$ cat src/rtl/keypad_counter_ctrl.sv
// Up-counter with saturate/wrap at LIMIT, a match decode, and a synchronised,
// edge-detected keypad that clears or loads the count.
module keypad_counter_ctrl #(
    parameter int WIDTH = 3,
    parameter int LIMIT = 7,
    parameter int MATCH = 4,
    parameter int WRAP  = 0,
    parameter int KEYS  = 10
) (
    input  logic                    clk,
    input  logic                    clear,
    input  logic                    enable,
    input  logic [KEYS-1:0]         keypad,
    output logic [WIDTH-1:0]        count,
    output logic                    match,
    output logic                    at_limit,
    output logic                    wrapped,
    output logic                    key_event,
    output logic [$clog2(KEYS)-1:0] key_code
);

    localparam int KW = $clog2(KEYS);
    localparam logic [WIDTH-1:0] LIMIT_V = WIDTH'(LIMIT);
    localparam logic [WIDTH-1:0] MATCH_V = WIDTH'(MATCH);

    logic [KEYS-1:0]  r_s1;
    logic [KEYS-1:0]  r_s2;
    logic [KEYS-1:0]  r_p;
    logic [WIDTH-1:0] r_count;
    logic             r_wrapped;
    logic             r_key_event;
    logic [KW-1:0]    r_key_code;

    logic             w_onehot;
    logic             w_accept;
    logic [KW-1:0]    w_key_idx;
    logic [WIDTH-1:0] w_count_nxt;
    logic             w_wrapped_nxt;
    logic             w_key_event_nxt;
    logic [KW-1:0]    w_key_code_nxt;

    // A press counts only on the first one-hot sample after an all-zero one,
    // so held keys, chords and bounces between codes are all rejected.
    assign w_onehot = (r_s2 != '0) && ((r_s2 & (r_s2 - KEYS'(1))) == '0);
    assign w_accept = w_onehot && (r_p == '0);

    always_comb begin
        w_key_idx = '0;
        for (int k = 0; k < KEYS; k++) begin
            if (r_s2[k]) begin
                w_key_idx = KW'(k);
            end
        end
    end

    always_comb begin
        w_count_nxt     = r_count;
        w_wrapped_nxt   = 1'b0;
        w_key_event_nxt = 1'b0;
        w_key_code_nxt  = r_key_code;
        if (w_accept) begin
            w_key_event_nxt = 1'b1;
            w_key_code_nxt  = w_key_idx;
            // Keys above LIMIT are reported but never stored in the count.
            if (int'(w_key_idx) <= LIMIT) begin
                w_count_nxt = WIDTH'(w_key_idx);
            end
        end else if (enable) begin
            if (r_count < LIMIT_V) begin
                w_count_nxt = r_count + WIDTH'(1);
            end else if (WRAP != 0) begin
                w_count_nxt   = '0;
                w_wrapped_nxt = 1'b1;
            end
        end
    end

    always_ff @(posedge clk or posedge clear) begin
        if (clear) begin
            r_s1        <= '0;
            r_s2        <= '0;
            r_p         <= '0;
            r_count     <= '0;
            r_wrapped   <= 1'b0;
            r_key_event <= 1'b0;
            r_key_code  <= '0;
        end else begin
            r_s1        <= keypad;
            r_s2        <= r_s1;
            r_p         <= r_s2;
            r_count     <= w_count_nxt;
            r_wrapped   <= w_wrapped_nxt;
            r_key_event <= w_key_event_nxt;
            r_key_code  <= w_key_code_nxt;
        end
    end

    assign count     = r_count;
    assign match     = (r_count == MATCH_V);
    assign at_limit  = (r_count == LIMIT_V);
    assign wrapped   = r_wrapped;
    assign key_event = r_key_event;
    assign key_code  = r_key_code;

endmodule

$ cat config.mk
export PLATFORM = sky130hd
export DESIGN_NAME = keypad_counter_ctrl
export DESIGN_NICKNAME = d
export VERILOG_FILES = /design/src/rtl/keypad_counter_ctrl.sv
export SDC_FILE = /design/constraint.sdc
export NUM_CORES = 1
export LEC_CHECK = 0
export CELL_PAD_IN_SITES_DETAIL_PLACEMENT = 1
export CELL_PAD_IN_SITES_GLOBAL_PLACEMENT = 2
export CORE_MARGIN = 4
export CORE_UTILIZATION = 35
export CTS_CLUSTER_SIZE = 14
export DETAILED_ROUTE_END_ITERATION = 10
export HOLD_SLACK_MARGIN = 0.03
export PLACE_DENSITY_LB_ADDON = 0.1
export SLEW_MARGIN = 20
export SYNTH_ARGS = -nofsm -noshare
export SYNTH_HDL_FRONTEND = slang
export SYNTH_SLANG_ARGS = --single-unit
$ cat constraint.sdc
create_clock -name clk -period 2.8 [get_ports clk]
set_clock_uncertainty 0.2 [all_clocks]
set_input_delay 0.7 -clock clk [delete_from_list [all_inputs] [get_ports clk]]
set_output_delay 0.7 -clock clk [all_outputs]
set_load 0.02 [all_outputs]
# [Yosys cells after proc, flatten, opt, wreduce, memory -nomap -nowiden]
# Index checks and enable logic that the tools add are counted.
# W data, S select, Z words.
[op_classes] n_addsub=2 magnitude_cmp=2 n_eq_ne=3 muxes=14 bitwise=1 n_reduce_logical=8
[op_table] op="$mux W4" n=8
[op_table] op="$logic_not A10 Y1" n=2
[op_table] op="$mux W3" n=4
[op_table] op="$and A10 B10 Y10" n=1
[op_table] op="$reduce_bool A10 Y1" n=1
[op_table] op="$sub A10 B1 Y10 const B" n=1
[op_table] op="$eq A3 B3 Y1 const B" n=2
[op_table] op="$le A4 B3 Y1 const B" n=1
[op_table] op="$reduce_bool A2 Y1" n=2
[op_table] op="$add A3 B1 Y3 const B" n=1
[op_table] op="$lt A3 B3 Y1 const B" n=1
[op_table] op="$reduce_and A3 Y1" n=1
[op_table] op="$logic_and A1 B1 Y1" n=2
[op_table] op="$mux W1" n=2
[op_table] op="$ne A2 B1 Y1 const B" n=1
[totals] regBits=38 inputBits=13 out_inout_bits=11 elab_cells=36

# [Longest topological paths before layout]
# Gate-level depths: netlist of run 1.
[depth] ltp_word=12 depth_mapped=7 mapped_depth_nobuf=7

# [Worst setup path before layout of run 1]
# Ideal clock, no wire load.
[synth_path] path_type="register -> register" from="reg r_s2[2]" to="reg r_key_code[0] (netlist: key_code[0])" setup_ns=0.125 arrival_ns=1.960 required_time_ns=2.475 slack_ns=0.515 path_stages_with_launch=8 path_buffers=0 synth_period_minus_slack_ns=2.285 cell_sequence="dfrtp_1 or3_4 nor3_4 xnor2_1 o41ai_4 o21ai_2 clkinv_2 mux2_4"
[synth_between] elab_cells_between_ends=14 cone_classes="add/sub (1); mux (8); bitwise (1); reduce/logical (4)"
[synth_lines] element="start: declaration" line="27" text="logic [KEYS-1:0] r_s2;"
[synth_lines] element="start signal: assignment" line="89" text="r_s2 <= r_s1;"
[synth_lines] element="$sub A10 B1 Y10" line="44" text="assign w_onehot = (r_s2 != '0) && ((r_s2 & (r_s2 - KEYS'(1))) == '0);"
[synth_lines] element="$and A10 B10 Y10" line="44"
[synth_lines] element="$logic_not A10 Y1" line="44"
[synth_lines] element="$logic_and A1 B1 Y1 *" line="44"
[synth_lines] element="$logic_and A1 B1 Y1 *" line="45" text="assign w_accept = w_onehot && (r_p == '0);"
[synth_lines] element="via w_accept" line="35" text="logic w_accept;"
[synth_lines] element="end signal: assignment" line="94" text="r_key_code <= w_key_code_nxt;"
[synth_lines] element="end: declaration" line="32" text="logic [KW-1:0] r_key_code;"
# Mark *: on every way through the listed nets, which the timed path passes. The rest lies on a longest branch.
# A chain may end at the register's enable or synchronous reset.

# [Final worst setup path of run 1]
[layout_path] from="reg r_count[0] (netlist: count[0])" to="out match"
[layout_between] elab_chain_len=1
[layout_rtl] element="start: declaration" line="29" text="logic [WIDTH-1:0] r_count;"
[layout_rtl] element="start signal: assignment" line="91" text="r_count <= w_count_nxt;"
[layout_rtl] element="$eq A3 B3 Y1" line="99" text="assign match = (r_count == MATCH_V);"
[layout_rtl] element="end: declaration" line="15" text="output logic match,"
# Every way passes these cells.

==> results of run 1 <==
cells in the final DEF (no fill, tap or decap), drive strengths merged, types with 2 or more instances in the layout:
cell type / count
a211oi: 3
a21oi: 2
a221oi: 2
clkbuf: 7
clkdlybuf4s50: 22
clkinv: 2
dfrtp: 38
ha: 3
inv: 7
mux2: 3
nand2: 3
nor2: 5
nor3: 7
nor3b: 4
nor4: 3
o21a: 2
o21ai: 5
o21bai: 2
or3: 4
routing by layer:
layer / share of wire, % / global-route usage, % / wire [microns] / vias up
li1: - / - / - / 452
met1: 48 / 16.4 / 1370 / 481
met2: 47 / 17.7 / 1340 / 17
met3: 3.6 / 4.05 / 104 / 2
met4: 1.2 / 5.43 / 34 / 0
met5: 0 / 0 / 0 / -
layout make-up:
class / instances / area, sq um / share of cell area [%]
clock buffer: 7 / 86.3 / 4.56
clock inverter: 1 / 5.00 / 0.265
inverter: 8 / 31.3 / 1.65
multi-input combinational: 64 / 528 / 27.9
sequential: 38 / 951 / 50.3
tap: 50 / 62.6 / 3.31
timing repair buffer: 23 / 228 / 12.0
registers in the layout (all words and copies together), names as in the netlist:
register,flops
key_event,1
r_s2,10
r_p,10
key_code,4
count,3
r_s1,10
report_power, final:
part	internal (mW)	switching (mW)
clock	0.198	0.168
combinational	0.132	0.139
sequential	0.590	0.0430
how the worst max path moves through the flow:
stage,from,end,slack [ns],depth (start not counted)
after floorplan,r_s2[2]$_DFF_PP0_,key_code[0]$_DFFE_PP0P_,0.51,7
after global placement,r_s2[2]$_DFF_PP0_,key_code[2]$_DFFE_PP0P_,0.43,7
after detailed placement,r_s2[2]$_DFF_PP0_,key_code[0]$_DFFE_PP0P_,0.37,7
after CTS,count[0]$_DFFE_PP0P_,match,0.24,4
after global routing,count[0]$_DFFE_PP0P_,match,0.17,4
final,count[0]$_DFFE_PP0P_,match,0.27,4
stage by stage:
stage	util (%)	hold slack (ns)	setup WS, ns	power [mW]
after CTS	46.0	0.151	0.244	1.30
after detailed placement	43.8	0.136	0.369	0.918
after global placement	43.8	0.131	0.427	0.915
final	46.0	0.150	0.271	1.27
after floorplan	-	0.131	0.515	0.802
after global routing	46.0	0.164	0.173	1.35
logic make-up (layout without fill, tap and decap cells):
logic type                 count (synthesis)  after routing  share of synthesized area (%)
buffers and inverters                     12             39                           3.27
muxes                                      3              3                           2.95
and+or+nand+nor                           33             33                           15.1
DFF                                       38             38                           62.2
other                                      1              1                          0.245
xor gates and xnor gates                   1              1                          0.573
AOI/OAI and AO/OA                         23             23                           13.2
adders and majority gates                  3              3                           2.46
==> impl_metrics.ini, run 1 <==
[die]
boundaryPins = 24
initial_utilization_pct = 37.2
fp.dieH_microns = 74.1
core_sq_um = 4120
dieWidth_microns = 74.1
placementRows = 23
die_area_sq_um = 5490

[yosys]
ys_warn_count = 0
synth_cell_types = 41
synth_edf_count = 0
synth_commonest_cells = dfrtp_1, inv_1, nor2_1, nor3_1, nor3b_1
syn_area_sq_um = 1530
avgSynthCellArea_sq_um = 13.4
ys.flop_type = dfrtp_1
synth-async-reset-ratio_pct = 100
yosysTopAreaCell = dfrtp_1
syn_inst = 114
synth_nets = 130
ys_seq_elements = 38
yosys-top-cells-area = dfrtp_1, mux2_4, ha_1, nor3_4, a221oi_2
netlist.area_leader.share_pct = 62.2
ys_seq_area_share_pct = 62.2
yosys.cell_count.top_type = dfrtp_1

[critical_path]
critPathMaxFanout = 4
crit_chain = inv_2 -> ha_1 -> and2_1 -> clkdlybuf4s50_1
cp-end-kind = output port
critPathRequiredTime_ns = 1.90
reg2reg_to = key_code[0]$_DFFE_PP0P_
critPathBufInv = 2
crit_family = buffers and inverters
critPathMaxStageDelay_ns = 0.59
worstSetupStartpointType = flip-flop
timing.rr.start = r_s2[2]$_DFF_PP0_
critPathArrivalTime_ns = 1.63
cpMaxStageDelayCell = clkdlybuf4s50_1
r2r_cells = 7
crit_type = reg2out
ff2ff_setup_slack_ns = 0.37

[clock_network]
cts_buffers = 5
clock_latency_ns = 0.28
holdBufCountCts = 0
htreeDepth = 2
ctsResizeCount = 0
cts_tree = yes
cts_setup_buffers = 0
clockBufferDepth = 2
clockRootBuffer = clkbuf_8
cts_num_sinks = 38
path_clk_slew_ns = 0.06

[global_routing]
grt_overflow = 0
antenna_found_initial = 0
grt_max_degree = 39
first_global_vias = 984
grt_pass1_wl_microns = 4900
gr-usage-all-layers_pct = 12.1

[min_path]
holdCritPathClass = reg2reg
hold_depth = 0
min_to = r_s2[8]$_DFF_PP0_
hp-start = r_s1[8]$_DFF_PP0_

[power_and_ir_drop]
ir_drop_mv = 0.262
p_per_area_nw_per_um2 = 671
p_leak_nw = 0.813

[placement]
dp_hpwl_microns = 2110
dp.cells = 183
gp_congestion = 0.904
port_buffers = 22
dpl-instance-area_sq_um = 1800

[drt]
ant_nets = 0
drc = 0
dr.pass1.iters = 4
drt-initial-drc-count = 27
wl_per_cell_microns = 14.9
vias_per_cell = 4.98
vias = 952
wirelength_microns = 2850

[sta]
setup_viol = 0
finalHoldViolCount = 0
setup_tns_ns = 0
grt_setup_unrepaired = false
max_freq_mhz = 395
drv_slew = 0
fin_crit_ns = 2.53
fin_crit_sh_pct = 90.3

[cells_and_area]
areaGrowthSynthToFinish_pct = 23.7
antennaDiodeCount = 0
final_layout_size_suffix_gt1_share_pct = 16.3
fin_cells = 191
final_area_sq_um = 1890
fillers = 450
fin_nets = 156

[run_status]
status = finished, final reports clean

[flow_run]
maxCapViolCount = 0
No activity file was read; power rests on OpenSTA's default activity.
==> run 2, diff against run 1 <==
CELL_PAD_IN_SITES_DETAIL_PLACEMENT = 0   (was 1)
CORE_UTILIZATION = 37   (was 35)
CTS_BUF_LIST = sky130_fd_sc_hd__clkbuf_2 sky130_fd_sc_hd__clkbuf_4 sky130_fd_sc_hd__clkbuf_8   (was unset)
==> run 2 against run 1 <==
  * Core utilization grew 1.4 points
  * Sequential cell count did not move
  * Sequential share of layout area is 0.10 points lower
  * Maximum frequency decreased by 0.57%
  * Power up 0.60%
  * Cell count unchanged
  * Hold slack worse by 0.0067 ns
  * Via count shrank 2.7%
  * Critical endpoint unchanged
  * Sequential power is essentially flat
  * Design area up 0.20%
  * Largest power group unchanged
  * Non-clock buffer count did not move
==> impl_metrics.ini, run 2 (synthesized netlist as in run 1, its figures left out) <==
[sta]
fin_crit_sh_pct = 90.8
max_freq_mhz = 393
fin_crit_ns = 2.54
drv_slew = 0
grt_setup_unrepaired = false
setup_tns_ns = 0
finalHoldViolCount = 0
setup_viol = 0

[run_status]
status = finished, final reports clean

[critical_path]
cp-end-kind = output port
timing.rr.start = r_s2[2]$_DFF_PP0_
worstSetupStartpointType = flip-flop
reg2reg_to = key_code[2]$_DFFE_PP0P_
critPathArrivalTime_ns = 1.64
critPathRequiredTime_ns = 1.90
crit_type = reg2out
r2r_cells = 7
critPathMaxFanout = 4
ff2ff_setup_slack_ns = 0.35

[clock_network]
htreeDepth = 2
holdBufCountCts = 0
clock_latency_ns = 0.29
ctsResizeCount = 0
cts_num_sinks = 38
cts_setup_buffers = 0
path_clk_slew_ns = 0.07
clockBufferDepth = 2
cts_buffers = 5
clockRootBuffer = clkbuf_8
cts_tree = yes

[drt]
vias = 926
ant_nets = 0
wl_per_cell_microns = 13.8
dr.pass1.iters = 4
drt-initial-drc-count = 36
wirelength_microns = 2640
vias_per_cell = 4.85
drc = 0

[power_and_ir_drop]
p_leak_nw = 0.812
ir_drop_mv = 0.380
p_total_mw = 1.28
p_per_area_nw_per_um2 = 674

[cells_and_area]
mostFrequentLayoutCell = dfrtp_1
seqCellArea_sq_um = 951
multi_input_area_sq_um = 528
reg_top3 = r_p x10, r_s1 x10, r_s2 x10
fin_nets = 156
areaGrowthSynthToFinish_pct = 24.0
fillers = 349
final_layout_size_suffix_gt1_share_pct = 17.0
antennaDiodeCount = 0
most-common-layout-cells = dfrtp_1, clkdlybuf4s50_1, clkbuf_8

[flow_run]
maxCapViolCount = 0

[placement]
port_buffers = 22
dp_hpwl_microns = 1940
gp_congestion = 0.842

[die]
initial_utilization_pct = 38.2
placementRows = 23
core_sq_um = 4000
fp.dieH_microns = 72.3
die_area_sq_um = 5230
dieWidth_microns = 72.3
boundaryPins = 24

[global_routing]
first_global_vias = 941
grt_max_degree = 39
grt_overflow = 0
antenna_found_initial = 0
grt_pass1_wl_microns = 4510
gr-usage-all-layers_pct = 11.7

[min_path]
holdCritPathClass = reg2reg
min_to = r_s2[5]$_DFF_PP0_
hp-start = r_s1[5]$_DFF_PP0_
hold_depth = 0
## run 2: cell count changes in the layout (fill, tap and decap cells not counted), sizes merged
cell      delta
clkbuf       -1
clkinvlp     +1
## run 2: cell type report
cell class,instances,area share [%]
clock inverters,2,0.660
multi-input cells,64,27.9
repair buffers,23,12.0
clock buffers,6,4.36
well taps,50,3.30
inverters,8,1.65
flip-flops and latches,38,50.2
## run 2: layer usage
layer | track usage [%] | share of wire, % | routed length [microns]
met1 | 15.1 | 47 | 1240
met3 | 3.88 | 5.6 | 148
met4 | 6.26 | 2.4 | 64
met5 | 0 | 0 | 0
met2 | 17.3 | 45 | 1190
## run 2: worst max-delay path, stage by stage (launching register included)
cell             delay [ns]
dfrtp_1                0.41
inv_2                  0.10
ha_1                   0.14
and2_1                 0.11
clkdlybuf4s50_1        0.59
## run 2: how the worst max path moves through the flow
stage,from,slack (ns),endpoint
floorplan,r_s2[2]$_DFF_PP0_,0.51,key_code[0]$_DFFE_PP0P_
global placement,r_s2[2]$_DFF_PP0_,0.42,key_code[2]$_DFFE_PP0P_
detailed placement,r_s2[2]$_DFF_PP0_,0.37,key_code[2]$_DFFE_PP0P_
CTS,count[0]$_DFFE_PP0P_,0.23,match
global route,count[0]$_DFFE_PP0P_,0.17,match
finish,count[0]$_DFFE_PP0P_,0.26,match
## run 2: where the power goes
part / switching [mW] / internal [mW] / total, mW / leakage [nW]
clock network: 0.182 / 0.198 / 0.380 / 0.0472
logic: 0.135 / 0.132 / 0.267 / 0.314
registers: 0.0412 / 0.589 / 0.631 / 0.451
## run 2: per-stage QoR
| step | cell area, sq um | worst slack [ns] | util [%] | hold WS (ns) | instances |
|---|---|---|---|---|---|
| after floorplan | 1530 | 0.515 | - | 0.131 | 114 |
| after global placement | 1800 | 0.422 | 45.0 | 0.132 | 183 |
| after global routing | 1900 | 0.170 | 47.4 | 0.148 | 191 |
| final | 1900 | 0.257 | 47.4 | 0.143 | 191 |
| after CTS | 1900 | 0.232 | 47.4 | 0.144 | 191 |
| after detailed placement | 1800 | 0.370 | 45.0 | 0.136 | 183 |
==> run 3, diff against run 2 <==
TNS_END_PERCENT = 5   (was unset)
==> results of run 3 <==
Same layout as run 2: the final DEF is identical, and so are final timing and power.
